[config.mk]
export PLATFORM = sky130hd
export DESIGN_NAME = axi_ohs_pwm_l1_ctrl_flat
export DESIGN_NICKNAME = d
export VERILOG_FILES = /design/src/rtl/axi_ohs_pwm_l1_ctrl_if.sv /design/src/rtl/axi_ohs_pwm_l1_ctrl.sv /design/src/flat_wrapper.sv
export SDC_FILE = /design/constraint.sdc
export NUM_CORES = 1
export LEC_CHECK = 0
export CAP_MARGIN = 20
export CORE_ASPECT_RATIO = 0.7
export CORE_UTILIZATION = 30
export CTS_BUF_LIST = sky130_fd_sc_hd__clkbuf_8
export DETAILED_ROUTE_END_ITERATION = 7
export GPL_TIMING_DRIVEN = 0
export SYNTH_ARGS = -nofsm -noshare
export SYNTH_HDL_FRONTEND = slang
export SYNTH_SLANG_ARGS = --single-unit
[constraint.sdc]
create_clock -name s_axi_aclk -period 11.7 [get_ports s_axi_aclk]
set_clock_uncertainty 0.2 [all_clocks]
set_input_delay 2.34 -clock s_axi_aclk [delete_from_list [all_inputs] [get_ports s_axi_aclk]]
set_output_delay 2.34 -clock s_axi_aclk [all_outputs]
set_load 0.03 [all_outputs]
[src/rtl/axi_ohs_pwm_l1_ctrl_if.sv]
// rtl/axi_ohs_pwm_l1_ctrl_if.sv - control, config and status bundle for the L1 PWM controller
interface axi_ohs_pwm_l1_ctrl_if #(
  parameter int DATA_WIDTH = 32
);
  logic                  enable;
  logic                  update_req;
  logic [DATA_WIDTH-1:0] cfg_period;
  logic [DATA_WIDTH-1:0] cfg_comparator;
  logic [DATA_WIDTH-1:0] cfg_burst;
  logic                  pwm_out;
  logic [DATA_WIDTH-1:0] pwm_counter;
  logic                  period_start;
  logic                  update_ack;
  logic                  burst_done;
  logic                  busy;
  logic                  cfg_error;

  modport master (
    output enable, update_req, cfg_period, cfg_comparator, cfg_burst,
    input  pwm_out, pwm_counter, period_start, update_ack, burst_done, busy, cfg_error
  );

  modport slave (
    input  enable, update_req, cfg_period, cfg_comparator, cfg_burst,
    output pwm_out, pwm_counter, period_start, update_ack, burst_done, busy, cfg_error
  );
endinterface

[src/rtl/axi_ohs_pwm_l1_ctrl.sv]
// rtl/axi_ohs_pwm_l1_ctrl.sv - PWM sequencer with double-buffered config applied at period boundaries
module axi_ohs_pwm_l1_ctrl #(
  parameter int DATA_WIDTH = 32
) (
  input  logic                  s_axi_aclk,
  input  logic                  s_axi_areset,
  axi_ohs_pwm_l1_ctrl_if.slave  ctrl
);

  typedef enum logic [1:0] {
    IDLE  = 2'd0,
    RUN   = 2'd1,
    DRAIN = 2'd2
  } state_e;

  state_e                state_q, state_d;
  logic [DATA_WIDTH-1:0] counter_q, counter_d;
  logic [DATA_WIDTH-1:0] shadow_period_q, shadow_period_d;
  logic [DATA_WIDTH-1:0] shadow_comparator_q, shadow_comparator_d;
  logic [DATA_WIDTH-1:0] shadow_burst_q, shadow_burst_d;
  logic                  pending_q, pending_d;
  logic [DATA_WIDTH-1:0] active_period_q, active_period_d;
  logic [DATA_WIDTH-1:0] active_comparator_q, active_comparator_d;
  logic [DATA_WIDTH-1:0] active_burst_q, active_burst_d;
  logic [DATA_WIDTH-1:0] burst_cnt_q, burst_cnt_d;
  logic                  pwm_q, pwm_d;
  logic                  period_start_q, period_start_d;
  logic                  update_ack_q, update_ack_d;
  logic                  burst_done_q, burst_done_d;
  logic                  cfg_error_q, cfg_error_d;
  logic                  wrap;
  logic                  apply_now;

  always_ff @(posedge s_axi_aclk or posedge s_axi_areset) begin
    if (s_axi_areset) begin
      state_q             <= IDLE;
      counter_q           <= '0;
      shadow_period_q     <= '0;
      shadow_comparator_q <= '0;
      shadow_burst_q      <= '0;
      pending_q           <= 1'b0;
      active_period_q     <= '0;
      active_comparator_q <= '0;
      active_burst_q      <= '0;
      burst_cnt_q         <= '0;
      pwm_q               <= 1'b0;
      period_start_q      <= 1'b0;
      update_ack_q        <= 1'b0;
      burst_done_q        <= 1'b0;
      cfg_error_q         <= 1'b0;
    end else begin
      state_q             <= state_d;
      counter_q           <= counter_d;
      shadow_period_q     <= shadow_period_d;
      shadow_comparator_q <= shadow_comparator_d;
      shadow_burst_q      <= shadow_burst_d;
      pending_q           <= pending_d;
      active_period_q     <= active_period_d;
      active_comparator_q <= active_comparator_d;
      active_burst_q      <= active_burst_d;
      burst_cnt_q         <= burst_cnt_d;
      pwm_q               <= pwm_d;
      period_start_q      <= period_start_d;
      update_ack_q        <= update_ack_d;
      burst_done_q        <= burst_done_d;
      cfg_error_q         <= cfg_error_d;
    end
  end

  assign wrap = (counter_q == active_period_q - DATA_WIDTH'(1));

  always_comb begin
    state_d             = state_q;
    counter_d           = counter_q;
    shadow_period_d     = shadow_period_q;
    shadow_comparator_d = shadow_comparator_q;
    shadow_burst_d      = shadow_burst_q;
    pending_d           = pending_q;
    active_period_d     = active_period_q;
    active_comparator_d = active_comparator_q;
    active_burst_d      = active_burst_q;
    burst_cnt_d         = burst_cnt_q;
    update_ack_d        = 1'b0;
    burst_done_d        = 1'b0;
    cfg_error_d         = cfg_error_q;
    apply_now           = 1'b0;

    case (state_q)
      IDLE: begin
        counter_d = '0;
        // A pending or in-flight capture is settled before any start decision.
        if (pending_q) begin
          apply_now = 1'b1;
        end else if (ctrl.enable && !ctrl.update_req) begin
          if (active_period_q != '0) begin
            state_d     = RUN;
            burst_cnt_d = active_burst_q;
          end else begin
            cfg_error_d = 1'b1;
          end
        end
      end
      RUN, DRAIN: begin
        if (wrap) begin
          counter_d = '0;
          apply_now = pending_q;
          if (burst_cnt_q != '0) begin
            burst_cnt_d = burst_cnt_q - DATA_WIDTH'(1);
            if (burst_cnt_q == DATA_WIDTH'(1)) begin
              burst_done_d = 1'b1;
              state_d      = IDLE;
            end else begin
              state_d = RUN;
            end
          end else begin
            state_d = ctrl.enable ? RUN : IDLE;
          end
        end else begin
          counter_d = counter_q + DATA_WIDTH'(1);
          // A burst runs to completion regardless of enable.
          if (burst_cnt_q == '0) begin
            state_d = ctrl.enable ? RUN : DRAIN;
          end
        end
      end
      default: begin
        state_d   = IDLE;
        counter_d = '0;
      end
    endcase

    if (apply_now) begin
      pending_d = 1'b0;
      if (shadow_period_q == '0) begin
        cfg_error_d = 1'b1;
      end else begin
        active_period_d     = shadow_period_q;
        active_comparator_d = shadow_comparator_q;
        active_burst_d      = shadow_burst_q;
        update_ack_d        = 1'b1;
      end
    end

    // Capture after apply so a same-cycle request waits for the next boundary.
    if (ctrl.update_req) begin
      shadow_period_d     = ctrl.cfg_period;
      shadow_comparator_d = ctrl.cfg_comparator;
      shadow_burst_d      = ctrl.cfg_burst;
      pending_d           = 1'b1;
    end
  end

  always_comb begin
    pwm_d          = (state_d != IDLE) && (counter_d < active_comparator_d);
    period_start_d = (state_d == RUN) && (counter_d == '0);
  end

  assign ctrl.pwm_out      = pwm_q;
  assign ctrl.pwm_counter  = counter_q;
  assign ctrl.period_start = period_start_q;
  assign ctrl.update_ack   = update_ack_q;
  assign ctrl.burst_done   = burst_done_q;
  assign ctrl.busy         = (state_q != IDLE);
  assign ctrl.cfg_error    = cfg_error_q;

endmodule

[src/flat_wrapper.sv]
// flat-port wrapper written by rule: the top's interface ports become plain ports
module axi_ohs_pwm_l1_ctrl_flat 
#(
  parameter int DATA_WIDTH = 32
)
  (s_axi_aclk, s_axi_areset, ctrl_enable, ctrl_update_req, ctrl_cfg_period, ctrl_cfg_comparator, ctrl_cfg_burst, ctrl_pwm_out, ctrl_pwm_counter, ctrl_period_start, ctrl_update_ack, ctrl_burst_done, ctrl_busy, ctrl_cfg_error);
  axi_ohs_pwm_l1_ctrl_if #(.DATA_WIDTH(DATA_WIDTH)) ctrl_i ();
  input  logic s_axi_aclk;
  input  logic s_axi_areset;
  input wire logic [$bits(ctrl_i.enable)-1:0] ctrl_enable;
  input wire logic [$bits(ctrl_i.update_req)-1:0] ctrl_update_req;
  input wire logic [$bits(ctrl_i.cfg_period)-1:0] ctrl_cfg_period;
  input wire logic [$bits(ctrl_i.cfg_comparator)-1:0] ctrl_cfg_comparator;
  input wire logic [$bits(ctrl_i.cfg_burst)-1:0] ctrl_cfg_burst;
  output wire logic [$bits(ctrl_i.pwm_out)-1:0] ctrl_pwm_out;
  output wire logic [$bits(ctrl_i.pwm_counter)-1:0] ctrl_pwm_counter;
  output wire logic [$bits(ctrl_i.period_start)-1:0] ctrl_period_start;
  output wire logic [$bits(ctrl_i.update_ack)-1:0] ctrl_update_ack;
  output wire logic [$bits(ctrl_i.burst_done)-1:0] ctrl_burst_done;
  output wire logic [$bits(ctrl_i.busy)-1:0] ctrl_busy;
  output wire logic [$bits(ctrl_i.cfg_error)-1:0] ctrl_cfg_error;
  assign ctrl_i.enable = ctrl_enable;
  assign ctrl_i.update_req = ctrl_update_req;
  assign ctrl_i.cfg_period = ctrl_cfg_period;
  assign ctrl_i.cfg_comparator = ctrl_cfg_comparator;
  assign ctrl_i.cfg_burst = ctrl_cfg_burst;
  assign ctrl_pwm_out = ctrl_i.pwm_out;
  assign ctrl_pwm_counter = ctrl_i.pwm_counter;
  assign ctrl_period_start = ctrl_i.period_start;
  assign ctrl_update_ack = ctrl_i.update_ack;
  assign ctrl_burst_done = ctrl_i.burst_done;
  assign ctrl_busy = ctrl_i.busy;
  assign ctrl_cfg_error = ctrl_i.cfg_error;
  axi_ohs_pwm_l1_ctrl #(.DATA_WIDTH(DATA_WIDTH)) u_core (.s_axi_aclk(s_axi_aclk), .s_axi_areset(s_axi_areset), .ctrl(ctrl_i));
endmodule
==> results.md <==
* Root Buffer: clkbuf_8
* Peak VDD IR at 0.0814 mV
* DRC at 0
* H-tree levels at 2
* Ys async rst share at 100%
* IO Port Bufs at around 140
* Post-CTS Resized at 0
* Tot Pwr at 3.08 mW
* Post-synth EDFFs at 0
* Longest Clk Path Bufs at 3
* Min cycle time layout at 6990 ps
* ANT nets after route at 0
* Starting Density at 30.8%
* Top cell type by total area after synthesis: dfrtp_1
* Final worst-path cycle share at 59.7%
* Final hold violation count at 0
* Number of vias per cell at between 5 and 6
* WS Path Type: flop to flop
* Worst Tran Pin Value at between 900 and 1000 ps
* Dominant cells by area after synthesis: dfrtp_1 (49%), mux2_2 (11%), ha_1 (3.4%)
* First-pass GRT wire length at 62.4 mm
* Outcome: completed
* #FFs+latches synth at between 200 and 300
* Post-synthesis instance area at 0.0136 mm^2
* Main synth FF type: dfrtp_1
* Area delta synth->final at 22.9%
* Nets at 1564
* Setup Fix Bufs, Post-CTS at 0
* Pre-antenna DRT Iters at 5
* Total CTS buffers at 45
* Max Fclk at 143 MHz
* Most used standard cell by instance count after synthesis: dfrtp_1
* Share of the yosys chip area belonging to registers at between 40% and 50%
* Placed Area at approximately 0.016 mm^2
* Max_cap viols at 0
* Mapped Cells at ~1.2k
* RD Place Congestion at 0.889
* Total grt overflow at 0
* Critical Path Fanout Max at 10
* Die Width at 256 um
* Relative slew margins at 39.0%
* CTS Hold Bufs at 0
* Clock-pin slew on the worst setup and hold paths at about 70 ps
* Initial DRC Count at 902
* Post-synth top area share at 48.7%
* Clk sinks at between 200 and 300
* Share of cells above drive strength 1 at about 17%
* Syn_area_per_cell at 10.9 um^2
* Routed len/inst at 19.2 um
* CTS tree: done
* Largest net degree at the start of global routing at 122
* Final setup fails at 0
* Die area at 0.0461 mm^2
* Die height at 180 um
* Min-Delay Path Class: flop to flop
* Setup crit end kind: flop
* Distinct cells, synth at 77
* Syn Nets at between 1k and 1.5k
* CORE AREA at 0.0441 mm^2
* Vias at ~10k
* Number of global-route vias before repair at 10.6k
* PwrDens at 185 mW/mm^2
* Final Slew Violations at 0
* Worst EP required at 11940 ps
* Num ports at 138
* YS warnings at 0
* Final instance area at 0.0167 mm^2
* Worst skew pair latency at 590 ps
* Gr usage total at 17.3%
* Routed WL at slightly below 40 mm
* Initial antenna violation count at 0
* Leakage at between 6 and 7 nW
* DP HPWL at just under 30 mm
* Critical Path Source Type: flop
* Rows at 64
* RSZ-0062 raised after global routing: no
* Commonest cells post-synth: dfrtp_1 (264), mux2_2 (130), nand2_1 (72), nor2_1 (72), clkbuf_1 (55)
* Worst EP arrival at 7230 ps
## sequential cells by signal, indices dropped and copies added (netlist names)
name / count
u_core.active_comparator_q: 32
u_core.active_burst_q: 32
u_core.ctrl.pwm_out: 1
u_core.burst_cnt_q: 32
u_core.shadow_period_q: 32
u_core.ctrl.burst_done: 1
u_core.shadow_burst_q: 32
u_core.ctrl.pwm_counter: 32
u_core.active_period_q: 32
u_core.ctrl.cfg_error: 1
u_core.pending_q: 1
u_core.state_q: 2
u_core.ctrl.update_ack: 1
u_core.ctrl.period_start: 1
u_core.shadow_comparator_q: 32
## power by group
part	internal (mW)	switching [mW]	total, mW
combinational	0.397	0.489	0.887
sequential	1.14	0.195	1.33
clock	0.469	0.394	0.863
## path summary, 6_finish.rpt
kind | from | end | slack (ps) | cells after the start
max | u_core.active_period_q[2]$_DFFE_PP0P_ | u_core.ctrl.pwm_out$_DFF_PP0_ | 4710 | 23
min | u_core.active_burst_q[10]$_DFFE_PP0P_ | u_core.active_burst_q[10]$_DFFE_PP0P_ | 280 | 1
max reg2reg | u_core.active_period_q[2]$_DFFE_PP0P_ | u_core.ctrl.pwm_out$_DFF_PP0_ | 4710 | 23
min reg2reg | u_core.active_burst_q[10]$_DFFE_PP0P_ | u_core.active_burst_q[10]$_DFFE_PP0P_ | 280 | 1
max in group asynchronous | s_axi_areset | u_core.shadow_comparator_q[26]$_DFFE_PP0P_ | 8460 | 3
min in group asynchronous | s_axi_areset | u_core.burst_cnt_q[0]$_DFFE_PP0P_ | 1900 | 2
## metal layers
| layer | wire [um] | track usage [%] | vias to the layer above | share of wire, % |
|---|---|---|---|---|
| met4 | 902 | 4.86 | 0 | 2.3 |
| met5 | 0 | 0 | - | 0 |
| met1 | 20300 | 26.8 | 5170 | 51 |
| met3 | 2160 | 2.86 | 60 | 5.5 |
| li1 | - | - | 4885 | - |
| met2 | 16000 | 24.4 | 297 | 41 |
## cell families after synthesis
logic type / synth area share (%)
xor+xnor: 5.00
simple gates: 14.5
compound gates: 9.13
fa+ha+maj: 3.41
flops: 48.7
buf+inv: 3.69
mux: 15.6
## cells in the final DEF, fill, tap and decap left out, types with 6 or more instances in the layout
master and instances:
mux2_2 130, inv_2 21, dfrtp_1 264, a21o_1 6, buf_2 8, nor3b_1 6
nor4_1 29, nand2_1 72, or4_1 10, clkbuf_8 58, o22ai_1 9, nor2_1 72
and2_1 6, a2bb2oi_1 14, mux2i_1 30, nor3_1 30, xnor2_1 44, nand2b_1 10
inv_1 37, xor2_1 31, nand3_1 39, or3_1 14, o21a_1 7, o21ai_0 46
and3_1 12, a21oi_1 45, and4_1 9, mux2_1 32, clkdlybuf4s50_1 136, clkbuf_1 55
ha_1 37, nand4_1 24, nand3b_1 7
## layout make-up
| type | count | area, um^2 |
|---|---|---|
| antenna | 1 | 2.50 |
| buffer | 71 | 317 |
| clock buffer | 58 | 798 |
| clock inverter | 21 | 135 |
| fill | 4331 | 27400 |
| inverter | 49 | 191 |
| multi-input combinational | 857 | 6470 |
| sequential | 264 | 6610 |
| tap | 594 | 743 |
| timing repair buffer | 139 | 1420 |
## through the flow
stage | hold slack (ps) | worst slack (ps) | cells | util, % | TNS [ps]
2_1_floorplan | 248 | 1890 | 1241 | - | 0
3_3_place_gp | 270 | -1500 | 1971 | 35.5 | -391820
3_5_place_dp | 274 | 4860 | 1974 | 35.7 | 0
4_1_cts | 282 | 4810 | 2053 | 37.8 | 0
5_1_grt | 307 | 4200 | 2053 | 37.8 | 0
6_report | 284 | 4710 | 2054 | 37.8 | 0
## worst max-delay path: stages (launching register included)
cell	delay, ps
dfrtp_1	360
clkbuf_1	220
nor4_1	750
nand4_1	350
or4_1	610
o311ai_1	90
o22ai_1	180
nor4_4	570
a21oi_2	170
nor4b_4	360
buf_4	310
buf_6	210
mux2i_1	330
ha_1	300
a21o_1	160
a21o_1	180
a21o_1	180
a21oi_1	170
nor2b_1	60
o211ai_1	160
a21oi_1	80
a211oi_1	350
o21ai_0	150
a41oi_1	330
No activity file was read; power rests on OpenSTA's default activity.
==> variant, RTL diff (same flow settings) <==
The 3 states of `state_e` get a one-hot encoding in 3 bits.
--- a/src/rtl/axi_ohs_pwm_l1_ctrl.sv
+++ b/src/rtl/axi_ohs_pwm_l1_ctrl.sv
@@ -8,8 +8,8 @@
 );
 
-  typedef enum logic [1:0] {
-    IDLE  = 2'd0,
-    RUN   = 2'd1,
-    DRAIN = 2'd2
+  typedef enum logic [2:0] {
+    IDLE  = 3'b001,
+    RUN   = 3'b010,
+    DRAIN = 3'b100
   } state_e;
 
Formal check against the unedited RTL: same outputs for any inputs over 4 cycles, from zero or initial values and one cycle with s_axi_areset high; so few cycles prove little.
==> variant against the unedited design <==
  * Sequential cell count grew 1
  * Setup slack got worse by 160 ps
  * Cell area up 2.6%
  * Synthesized area increased by 2.7%
  * Non-clock buffer count rose by 3
  * Wire length increased by 0.66%
  * Global-route usage is 0.44 points lower
  * Sequential power fell by 9.8%
  * Count of clock-buffer cells in the layout grew 2
  * Total power fell by 17%
  * Critical path type unchanged
  * Highest routed layer is now met5
==> variant: results (changes against the unedited design) <==
slowest_stage: "nor2_2"
dp_hpwl_um: 29500  # -0.32%
grt_pass1_vias: 10648  # +0.81%
wl_met2_um: 15900  # -1.0%
maxSlewHeadroom_pct: 37.5  # -1.4 points
status: "completed"
regToRegSetupSlack_ps: 4550  # -160 ps
synth_common_cells: "264 x dfrtp_1, 189 x mux2_2, 88 x a21oi_1"
dp_slack_ps: 4550  # -312 ps
critical_path.top_delay_family: "simple AND/OR/NAND/NOR gates"
antenna_found_initial: 1  # +1
cp_data_arrival_time_ps: 7380  # +150 ps
netlist_instances: 1285  # +3.5%
cts_sinks: 265  # +0.38%
synth.area.top_cells: "dfrtp_1 47%, mux2_2 15%, a21oi_1 3.2%"
leakage_nw: 6.83  # +0.77%
drt-initial-drc-count: 854  # -5.3%
wl_per_cell_um: 18.8  # -2.1%
use_met2_pct: 23.2  # -1.2 points
reg2regPathDepth: 22  # -4.3%
drive_above_1_share_pct: 20.2  # +2.7 points
final_nets: 1609  # +2.9%
dp.cells: 2026  # +2.6%
cpPeakStageDelay_ps: 680  # -70 ps
timing.hold.ws_ps: 301  # +17.2 ps
met1_usage_pct: 26.2  # -0.60 points
viasPerCell: 5.09  # +0.32%
route.vias.total: 10735  # +3.1%
grt_max_degree: 126  # +3.3%
hold_end: "u_core.active_burst_q[2]"
top_layer_used: "met5"
n_antenna_cell: 0  # -1
ys_seq_area_share_pct: 47.6  # -1.1 points
grt_first_pass_wirelength_um: 62400  # about the same
cts_buffers: 48  # +6.7%
gp_congestion: 0.870  # -2.2%
dpl_cell_area_mm2: 0.0161  # +2.4%
fillers: 4430  # +2.3%
grtUsageTotal_pct: 16.9  # -0.44 points
grtUsageMet3_pct: 3.38  # +0.51 points
m1WireLength_um: 20900  # +3.0%
sw_frac_of_total_pct: 29.8  # -5.2 points
timing.rr.start: "u_core.active_period_q[0]"
hold_start: "u_core.shadow_burst_q[2]"
syn_nets: 1420  # +3.0%
==> variant: cell count changes in the layout (fill, tap and decap cells not counted), sizes merged, moves of 6 or more <==
cell / delta
a21oi: +42
inv: -33
mux2: +31
a2bb2oi: -14
nor2: +14
buf: +11
nand3: +8
clkbuf: -6
or4: +6
xnor2: -6
xor2: +6
==> variant: kinds of logic (layout without fill, tap and decap cells) <==
family	Yosys count	after routing	share of synthesized area [%]
xor gates and xnor gates	75	75	4.71
buffers and inverters	89	312	2.78
DFF	265	265	47.6
muxes	228	228	18.1
adders and majority gates	35	35	3.14
and+or+nand+nor	392	392	15.1
AOI/OAI and AO/OA	201	201	8.63
==> variant: power groups by stage <==
stage               clock [mW]  combinational [mW]  sequential [mW]
floorplan                    0               0.345             1.16
global placement             0               0.449             1.21
detailed placement           0               0.464             1.21
CTS                      0.942               0.467             1.20
global route             0.986               0.517             1.22
finish                   0.910               0.463             1.20
==> variant: final cells by class <==
cell class                 instances  area, um2  area share [%]
multi-input combinational        931       6920            40.4
sequential                       265       6630            38.7
timing repair buffer             139       1420            8.30
clock buffer                      60        826            4.82
tap                              603        754            4.41
buffer                            74        332            1.94
clock inverter                    24        169           0.987
inverter                          15       63.8           0.373
==> variant: worst max-delay path by stage <==
stage	from	end	slack, ps	cells after the start
final	u_core.active_period_q[0]	u_core.ctrl.pwm_out	4550	22
after CTS	u_core.active_period_q[0]	u_core.ctrl.pwm_out	4490	22
after global routing	u_core.active_period_q[0]	u_core.ctrl.pwm_out	4090	22
after floorplan	s_axi_areset	u_core.active_burst_q[0]	1860	1
after detailed placement	u_core.active_period_q[0]	u_core.ctrl.pwm_out	4550	22
after global placement	s_axi_areset	u_core.shadow_period_q[16]	-1660	2
